## src/rtl/uart_pkg.sv

```systemverilog
// ============================================================================
// Module      : uart_pkg
// Description : Definitions shared by the UART receiver and transmitter:
//               the receiver FSM state encoding, the data-bit count and the
//               default bit period for a 100 MHz clock at 115200 baud.
// Ports       : none (package)
// Revision    : 1.0 - initial release
// ============================================================================
`default_nettype none

package uart_pkg;

  // Data bits per frame (8N1).
  localparam int UART_DATA_BITS = 8;

  // 100 MHz / 115200 baud.
  localparam int UART_CLKS_PER_BIT_DEFAULT = 868;

  // Receiver FSM states.
  typedef enum logic [2:0] {
    ST_IDLE  = 3'd0,
    ST_START = 3'd1,
    ST_DATA  = 3'd2,
    ST_STOP  = 3'd3,
    ST_BREAK = 3'd4
  } uart_rx_state_e;

endpackage : uart_pkg

`default_nettype wire

```

## src/rtl/uart_rx_fifo.sv

```systemverilog
// ============================================================================
// Module      : uart_rx_fifo
// Description : Synchronous show-ahead FIFO holding received bytes. The head
//               entry is always presented on `head`. A push while full is
//               accepted only when a pop happens in the same cycle.
// Parameters  : DEPTH - number of entries, power of two, >= 2
//               WIDTH - entry width in bits
// Ports       : clk, reset (sync, active-high)
//               push, din   - write request and data
//               pop         - read request (ignored when empty)
//               full, empty - occupancy flags
//               head        - oldest entry (zero after reset)
// Revision    : 1.0 - initial release
// ============================================================================
`default_nettype none

module uart_rx_fifo #(
  parameter int DEPTH = 16,
  parameter int WIDTH = 8
) (
  input  logic             clk,
  input  logic             reset,
  input  logic             push,
  input  logic [WIDTH-1:0] din,
  input  logic             pop,
  output logic             full,
  output logic             empty,
  output logic [WIDTH-1:0] head
);

  localparam int AW = $clog2(DEPTH);
  localparam int CW = AW + 1;

  logic [WIDTH-1:0] mem_q [DEPTH];
  logic [WIDTH-1:0] mem_d [DEPTH];
  logic [AW-1:0]    wr_ptr_q, wr_ptr_d;
  logic [AW-1:0]    rd_ptr_q, rd_ptr_d;
  logic [CW-1:0]    count_q, count_d;
  logic             do_push;
  logic             do_pop;

  assign full  = (count_q == CW'(DEPTH));
  assign empty = (count_q == '0);
  assign head  = mem_q[rd_ptr_q];

  always_comb begin
    mem_d    = mem_q;
    wr_ptr_d = wr_ptr_q;
    rd_ptr_d = rd_ptr_q;
    count_d  = count_q;
    do_pop   = pop && !empty;
    // A simultaneous pop frees the slot the push needs.
    do_push  = push && (!full || do_pop);

    if (do_push) begin
      mem_d[wr_ptr_q] = din;
      wr_ptr_d        = wr_ptr_q + AW'(1);
    end
    if (do_pop) begin
      rd_ptr_d = rd_ptr_q + AW'(1);
    end

    case ({do_push, do_pop})
      2'b10:   count_d = count_q + CW'(1);
      2'b01:   count_d = count_q - CW'(1);
      default: count_d = count_q;
    endcase
  end

  always_ff @(posedge clk) begin
    if (reset) begin
      // Memory is cleared so the show-ahead head reads zero after reset.
      for (int i = 0; i < DEPTH; i++) begin
        mem_q[i] <= '0;
      end
      wr_ptr_q <= '0;
      rd_ptr_q <= '0;
      count_q  <= '0;
    end else begin
      mem_q    <= mem_d;
      wr_ptr_q <= wr_ptr_d;
      rd_ptr_q <= rd_ptr_d;
      count_q  <= count_d;
    end
  end

endmodule : uart_rx_fifo

`default_nettype wire

```

## src/rtl/uart_receiver.sv

```systemverilog
// ============================================================================
// Module      : uart_receiver
// Description : 8N1 LSB-first asynchronous serial receiver. Synchronises the
//               line, validates the start bit at mid-bit, samples each data
//               bit and the stop bit at mid-bit, and delivers bytes through a
//               valid/ready handshake.
// Build macro : UART_RX_FIFO_EN - when defined, bytes are buffered in a
//               FIFO_DEPTH-entry FIFO; otherwise a single holding register.
// Parameters  : CLKS_PER_BIT - clock cycles per bit, >= 4
//               FIFO_DEPTH   - FIFO entries (power of two), FIFO build only
// Ports       : clk, reset     - clock, synchronous active-high reset
//               rx_serial      - asynchronous line input, idles high
//               rx_data[7:0]   - received byte, valid while rx_valid
//               rx_valid       - byte available
//               rx_ready       - consumer accepts (transfer on valid&ready)
//               busy           - FSM is not idle
//               frame_err      - one-cycle pulse, stop bit sampled low
//               overrun        - one-cycle pulse, completed byte dropped
// Revision    : 1.0 - initial release
// ============================================================================
`default_nettype none

module uart_receiver
  import uart_pkg::*;
#(
  parameter int CLKS_PER_BIT = UART_CLKS_PER_BIT_DEFAULT,
  parameter int FIFO_DEPTH   = 16
) (
  input  logic       clk,
  input  logic       reset,
  input  logic       rx_serial,
  output logic [7:0] rx_data,
  output logic       rx_valid,
  input  logic       rx_ready,
  output logic       busy,
  output logic       frame_err,
  output logic       overrun
);

  localparam int              CNT_W    = $clog2(CLKS_PER_BIT);
  localparam int              IDX_W    = $clog2(UART_DATA_BITS);
  localparam logic [CNT_W-1:0] CNT_HALF = CNT_W'((CLKS_PER_BIT - 1) / 2);
  localparam logic [CNT_W-1:0] CNT_LAST = CNT_W'(CLKS_PER_BIT - 1);
  localparam logic [IDX_W-1:0] IDX_LAST = IDX_W'(UART_DATA_BITS - 1);

  uart_rx_state_e                state_q, state_d;
  logic [CNT_W-1:0]              cnt_q, cnt_d;
  logic [IDX_W-1:0]              bit_idx_q, bit_idx_d;
  logic [UART_DATA_BITS-1:0]     shift_q, shift_d;
  logic                          sync1_q, sync1_d;
  logic                          sync2_q, sync2_d;
  logic                          frame_err_q, frame_err_d;
  logic                          overrun_q, overrun_d;
  logic                          push_req;
  logic                          store_full;
  logic                          pop;
  logic                          rxs;

  assign rxs       = sync2_q;
  assign busy      = (state_q != ST_IDLE);
  assign frame_err = frame_err_q;
  assign overrun   = overrun_q;
  assign pop       = rx_valid && rx_ready;

  // --------------------------------------------------------------------------
  // Line synchroniser and frame FSM
  // --------------------------------------------------------------------------
  always_comb begin
    sync1_d     = rx_serial;
    sync2_d     = sync1_q;
    state_d     = state_q;
    cnt_d       = cnt_q;
    bit_idx_d   = bit_idx_q;
    shift_d     = shift_q;
    push_req    = 1'b0;
    frame_err_d = 1'b0;

    unique case (state_q)
      ST_IDLE: begin
        cnt_d = '0;
        if (!rxs) begin
          state_d = ST_START;
        end
      end

      ST_START: begin
        if (cnt_q == CNT_HALF) begin
          cnt_d     = '0;
          bit_idx_d = '0;
          // Line back high by mid-bit means a glitch, not a start bit.
          state_d   = rxs ? ST_IDLE : ST_DATA;
        end else begin
          cnt_d = cnt_q + CNT_W'(1);
        end
      end

      ST_DATA: begin
        if (cnt_q == CNT_LAST) begin
          cnt_d   = '0;
          shift_d = {rxs, shift_q[UART_DATA_BITS-1:1]};
          if (bit_idx_q == IDX_LAST) begin
            state_d = ST_STOP;
          end else begin
            bit_idx_d = bit_idx_q + IDX_W'(1);
          end
        end else begin
          cnt_d = cnt_q + CNT_W'(1);
        end
      end

      ST_STOP: begin
        if (cnt_q == CNT_LAST) begin
          cnt_d = '0;
          // Leaving at mid-stop-bit lets a following start edge be seen
          // with no idle gap between frames.
          if (rxs) begin
            push_req = 1'b1;
            state_d  = ST_IDLE;
          end else begin
            frame_err_d = 1'b1;
            state_d     = ST_BREAK;
          end
        end else begin
          cnt_d = cnt_q + CNT_W'(1);
        end
      end

      ST_BREAK: begin
        cnt_d = '0;
        // Hold off until the line idles so a held-low line is not
        // mistaken for a new start bit.
        if (rxs) begin
          state_d = ST_IDLE;
        end
      end

      default: begin
        state_d = ST_IDLE;
        cnt_d   = '0;
      end
    endcase
  end

  // A completed byte is dropped only when storage is full and nothing is
  // popped this cycle.
  assign overrun_d = push_req && store_full && !pop;

  always_ff @(posedge clk) begin
    if (reset) begin
      sync1_q     <= 1'b1;
      sync2_q     <= 1'b1;
      state_q     <= ST_IDLE;
      cnt_q       <= '0;
      bit_idx_q   <= '0;
      shift_q     <= '0;
      frame_err_q <= 1'b0;
      overrun_q   <= 1'b0;
    end else begin
      sync1_q     <= sync1_d;
      sync2_q     <= sync2_d;
      state_q     <= state_d;
      cnt_q       <= cnt_d;
      bit_idx_q   <= bit_idx_d;
      shift_q     <= shift_d;
      frame_err_q <= frame_err_d;
      overrun_q   <= overrun_d;
    end
  end

  // --------------------------------------------------------------------------
  // Byte storage
  // --------------------------------------------------------------------------
`ifdef UART_RX_FIFO_EN
  logic fifo_empty;

  uart_rx_fifo #(
    .DEPTH (FIFO_DEPTH),
    .WIDTH (UART_DATA_BITS)
  ) u_fifo (
    .clk   (clk),
    .reset (reset),
    .push  (push_req),
    .din   (shift_q),
    .pop   (pop),
    .full  (store_full),
    .empty (fifo_empty),
    .head  (rx_data)
  );

  assign rx_valid = !fifo_empty;
`else
  logic [UART_DATA_BITS-1:0] hold_data_q, hold_data_d;
  logic                      hold_valid_q, hold_valid_d;
  // FIFO_DEPTH has no effect on the holding register; keep it referenced.
  logic                      unused_fifo_depth;

  assign unused_fifo_depth = ^FIFO_DEPTH;
  assign store_full        = hold_valid_q;
  assign rx_valid          = hold_valid_q;
  assign rx_data           = hold_data_q;

  always_comb begin
    hold_data_d  = hold_data_q;
    hold_valid_d = hold_valid_q;
    if (push_req && (!hold_valid_q || pop)) begin
      hold_data_d  = shift_q;
      hold_valid_d = 1'b1;
    end else if (pop) begin
      hold_valid_d = 1'b0;
    end
  end

  always_ff @(posedge clk) begin
    if (reset) begin
      hold_data_q  <= '0;
      hold_valid_q <= 1'b0;
    end else begin
      hold_data_q  <= hold_data_d;
      hold_valid_q <= hold_valid_d;
    end
  end
`endif

endmodule : uart_receiver

`default_nettype wire

```

## config.mk

```make
export PLATFORM = sky130hd
export DESIGN_NAME = uart_receiver
export DESIGN_NICKNAME = d
export VERILOG_FILES = /design/src/rtl/uart_pkg.sv /design/src/rtl/uart_rx_fifo.sv /design/src/rtl/uart_receiver.sv
export SDC_FILE = /design/constraint.sdc
export NUM_CORES = 1
export LEC_CHECK = 0
export ABC_AREA = 1
export CAP_MARGIN = 20
export CORE_ASPECT_RATIO = 1.1
export CORE_UTILIZATION = 51
export CTS_BUF_LIST = sky130_fd_sc_hd__clkbuf_16
export DETAILED_ROUTE_END_ITERATION = 16
export MAX_ROUTING_LAYER = met4
export PLACE_DENSITY = 0.72
export SKIP_CTS_REPAIR_TIMING = 1
export SYNTH_ARGS = -nofsm -noshare
export SYNTH_HDL_FRONTEND = slang
export SYNTH_SLANG_ARGS = --single-unit
export TNS_END_PERCENT = 5
```

## constraint.sdc

```tcl
create_clock -name clk -period 2 [get_ports clk]
set_input_delay 0.5 -clock clk [delete_from_list [all_inputs] [get_ports clk]]
set_output_delay 0.5 -clock clk [all_outputs]
set_load 0.02 [all_outputs]
```

==> run_results.csv <==
group,metric,value,unit
clocking,cts_tree,"yes",
synth,netlist_instances,238,
route,drt-total-wl,3.20,mm
synth,synth_nets,246,
worst_setup_path,cp-start-kind,"register",
worst_setup_path,worstSetupPathType,"register to output pin",
sta,fmax,518,MHz
sta,maxSlewHeadroom,0.769,
worst_setup_path,crit_buf_inv,2,
global_routing,grt_max_degree,18,
floorplan,die_h,63.9,um
floorplan,coreArea,0.00333,mm^2
worst_setup_path,crit_family,"buffers and inverters",
global_routing,grt_pass1_vias,1357,
floorplan,num_io_pins,16,
worst_setup_path,cp.arrival,1430,ps
route,m1WireLength,1.55,mm
synth,seq_area_frac_synth,0.417,
worst_setup_path,crit_path_cell_trace,"inv_2, nand2_1, clkdlybuf4s50_1",
sta,maxSlewViolCount,0,
sta,skew,4.72,ps
layout,antenna_cells,0,
synth,yosysWarnings,0,
floorplan,die-area,0.00372,mm^2
worst_setup_path,path_max_fanout,5,
synth,synth_area_leader_cell,"dfxtp_1",
global_routing,antenna_found_initial,0,
layout,drive_above_1_share,0.138,
flow_run,cap_violations,0,
sta,setup_ws,70.9,ps
floorplan,start_util,0.533,
sta,hold_ws,408,ps
synth,ys.flop_type,"dfxtp_1",
route,dr.pass1.iters,4,
route,met3WireLength,122,um
synth,synthDistinctLibCells,32,
clocking,numCtsBuffers,5,
clocking,cts_buffer_depth,2,
layout,fill_cells,305,
route,dr.max_layer_used,"met4",
placed_design,io_buffers,15,
placed_design,gp_congestion,0.849,
synth,synth_edf_count,0,
route,drtAntennaViolNets,0,
global_routing,grt_overflow,0,
layout,multi_input_area,860,um^2
synth,ys_ff_latch,37,
sta,setup_viol,0,
route,drc_errors,0,
sta,finalWorstPathRequiredPeriod,1930,ps
layout,fin_nets,267,
worst_setup_path,cp.required,1500,ps
floorplan,die_x,58.2,um
sta,tightest_slew,345,ps
sta,min_period_over_period,0.965,
route,viasPerCell,4.64,
placed_design,place_ws,237,ps
power,p_per_area,1070,mW/mm^2
route,via_count,1428,
synth,yosys.area.top_type_share,0.417,
min_path,hold_class,"register to register",
run_status,status,"finished clean",
sta,setup_tns,0,ps
placed_design,dp_hpwl,2.20,mm
synth,synthesis.area,0.00177,mm^2
clocking,htreeDepth,2,
global_routing,grt_first_pass_wirelength,5.75,mm
sta,rsz0062_at_grt,"no",
route,post_drt_wl_per_cell,10.4,um
sta,hold_viol_final,0,
power,peakVddDrop,0.000534,V
global_routing,grtUsageTotal,0.211,
route,drt-initial-drc-count,77,
worst_setup_path,cp-end-kind,"output pin",
clocking,clkTransAtPathRegs,60,ps
clocking,cts.sinks,37,
worst_setup_path,slowest_delay,590,ps
layout,syn_to_final_growth,21.1,%
clocking,clk_latency,280,ps
power,finalPower,2290,uW
floorplan,fp-row-count,22,
synth,synth_area_leaders,"dfxtp_1 42%, nand2_1 9.9%, nor2_1 9.5%",
layout,regArea,742,um^2
clocking,clockRootBuffer,"clkbuf_16",
synth,postSynthAreaPerCell,7.45,um^2
power,power.leakage,0.000920,uW
route,wl_met2,1.46,mm
synth,async_flop_share,0,
worst_setup_path,critPathSlowestCell,"clkdlybuf4s50_1",
## final cells by class
| cell class | instances | area share |
|---|---|---|
| multi-input cells | 159 | 0.400 |
| flip-flops and latches | 37 | 0.345 |
| repair buffers | 18 | 0.0804 |
| inverters | 38 | 0.0664 |
| clock buffers | 5 | 0.0582 |
| well taps | 48 | 0.0280 |
| clock inverters | 3 | 0.0215 |
## kinds of logic after synthesis
kind of cell	count (synthesis)	share of synthesized area
DFF	37	0.417
and+or+nand+nor	127	0.343
xor gates and xnor gates	6	0.0296
adders and majority gates	4	0.0282
AOI/OAI and AO/OA	22	0.0832
buffers and inverters	42	0.0980
## routing by layer
layer / global-route usage / up-vias
met5: - / -
met1: 0.254 / 627
li1: - / 774
met2: 0.318 / 21
met3: 0.0789 / 6
met4: 0.0833 / 0
## where the power goes
group          internal, uW  switching, uW
sequential              786           52.5
clock                   589            314
combinational           194            355
## cell usage in the layout, fill, tap and decap left out, types with 4 or more instances in the layout
cell,instances
nand2_1,47
ha_1,4
inv_2,5
nand2_2,5
a21oi_1,9
dfxtp_1,36
clkbuf_16,5
nor2_1,45
o21a_1,7
xor2_1,5
clkdlybuf4s50_1,15
nand3_1,11
inv_1,31
## final timing paths
path                      to  depth (start not counted)  slack (ps)        from
setup / recovery        busy                          3          70  state_q[2]
setup reg to reg  rx_data[7]                          6         320    cnt_q[0]
hold / removal           rxs                          1         410     sync1_q
hold reg to reg          rxs                          1         410     sync1_q
## cells in the mapped netlist, types with 2 or more instances
library cell	n
clkinv_1	2
inv_2	5
or2_2	3
nand4_1	3
o21a_1	7
inv_1	31
a21oi_1	9
nor2_4	3
xor2_1	5
nand2_2	5
nor2_1	45
nor3_1	2
o21ai_1	3
nand3_1	11
buf_6	2
dfxtp_1	37
ha_1	4
nand2_1	47
## through the flow
step,std cells,utilization,area (um^2)
after floorplan,238,-,1770
after global placement,300,0.593,1980
after detailed placement,300,0.593,1980
after CTS,308,0.645,2150
after global routing,308,0.645,2150
final,308,0.645,2150
## flip-flops by register name, summed over array words and instances (netlist names)
signal,cells
frame_err,1
shift_q,8
sync1_q,1
state_q,3
rxs,1
rx_valid,1
cnt_q,10
overrun,1
bit_idx_q,3
rx_data,8
Note: power is estimated with default switching activity, not from simulation.
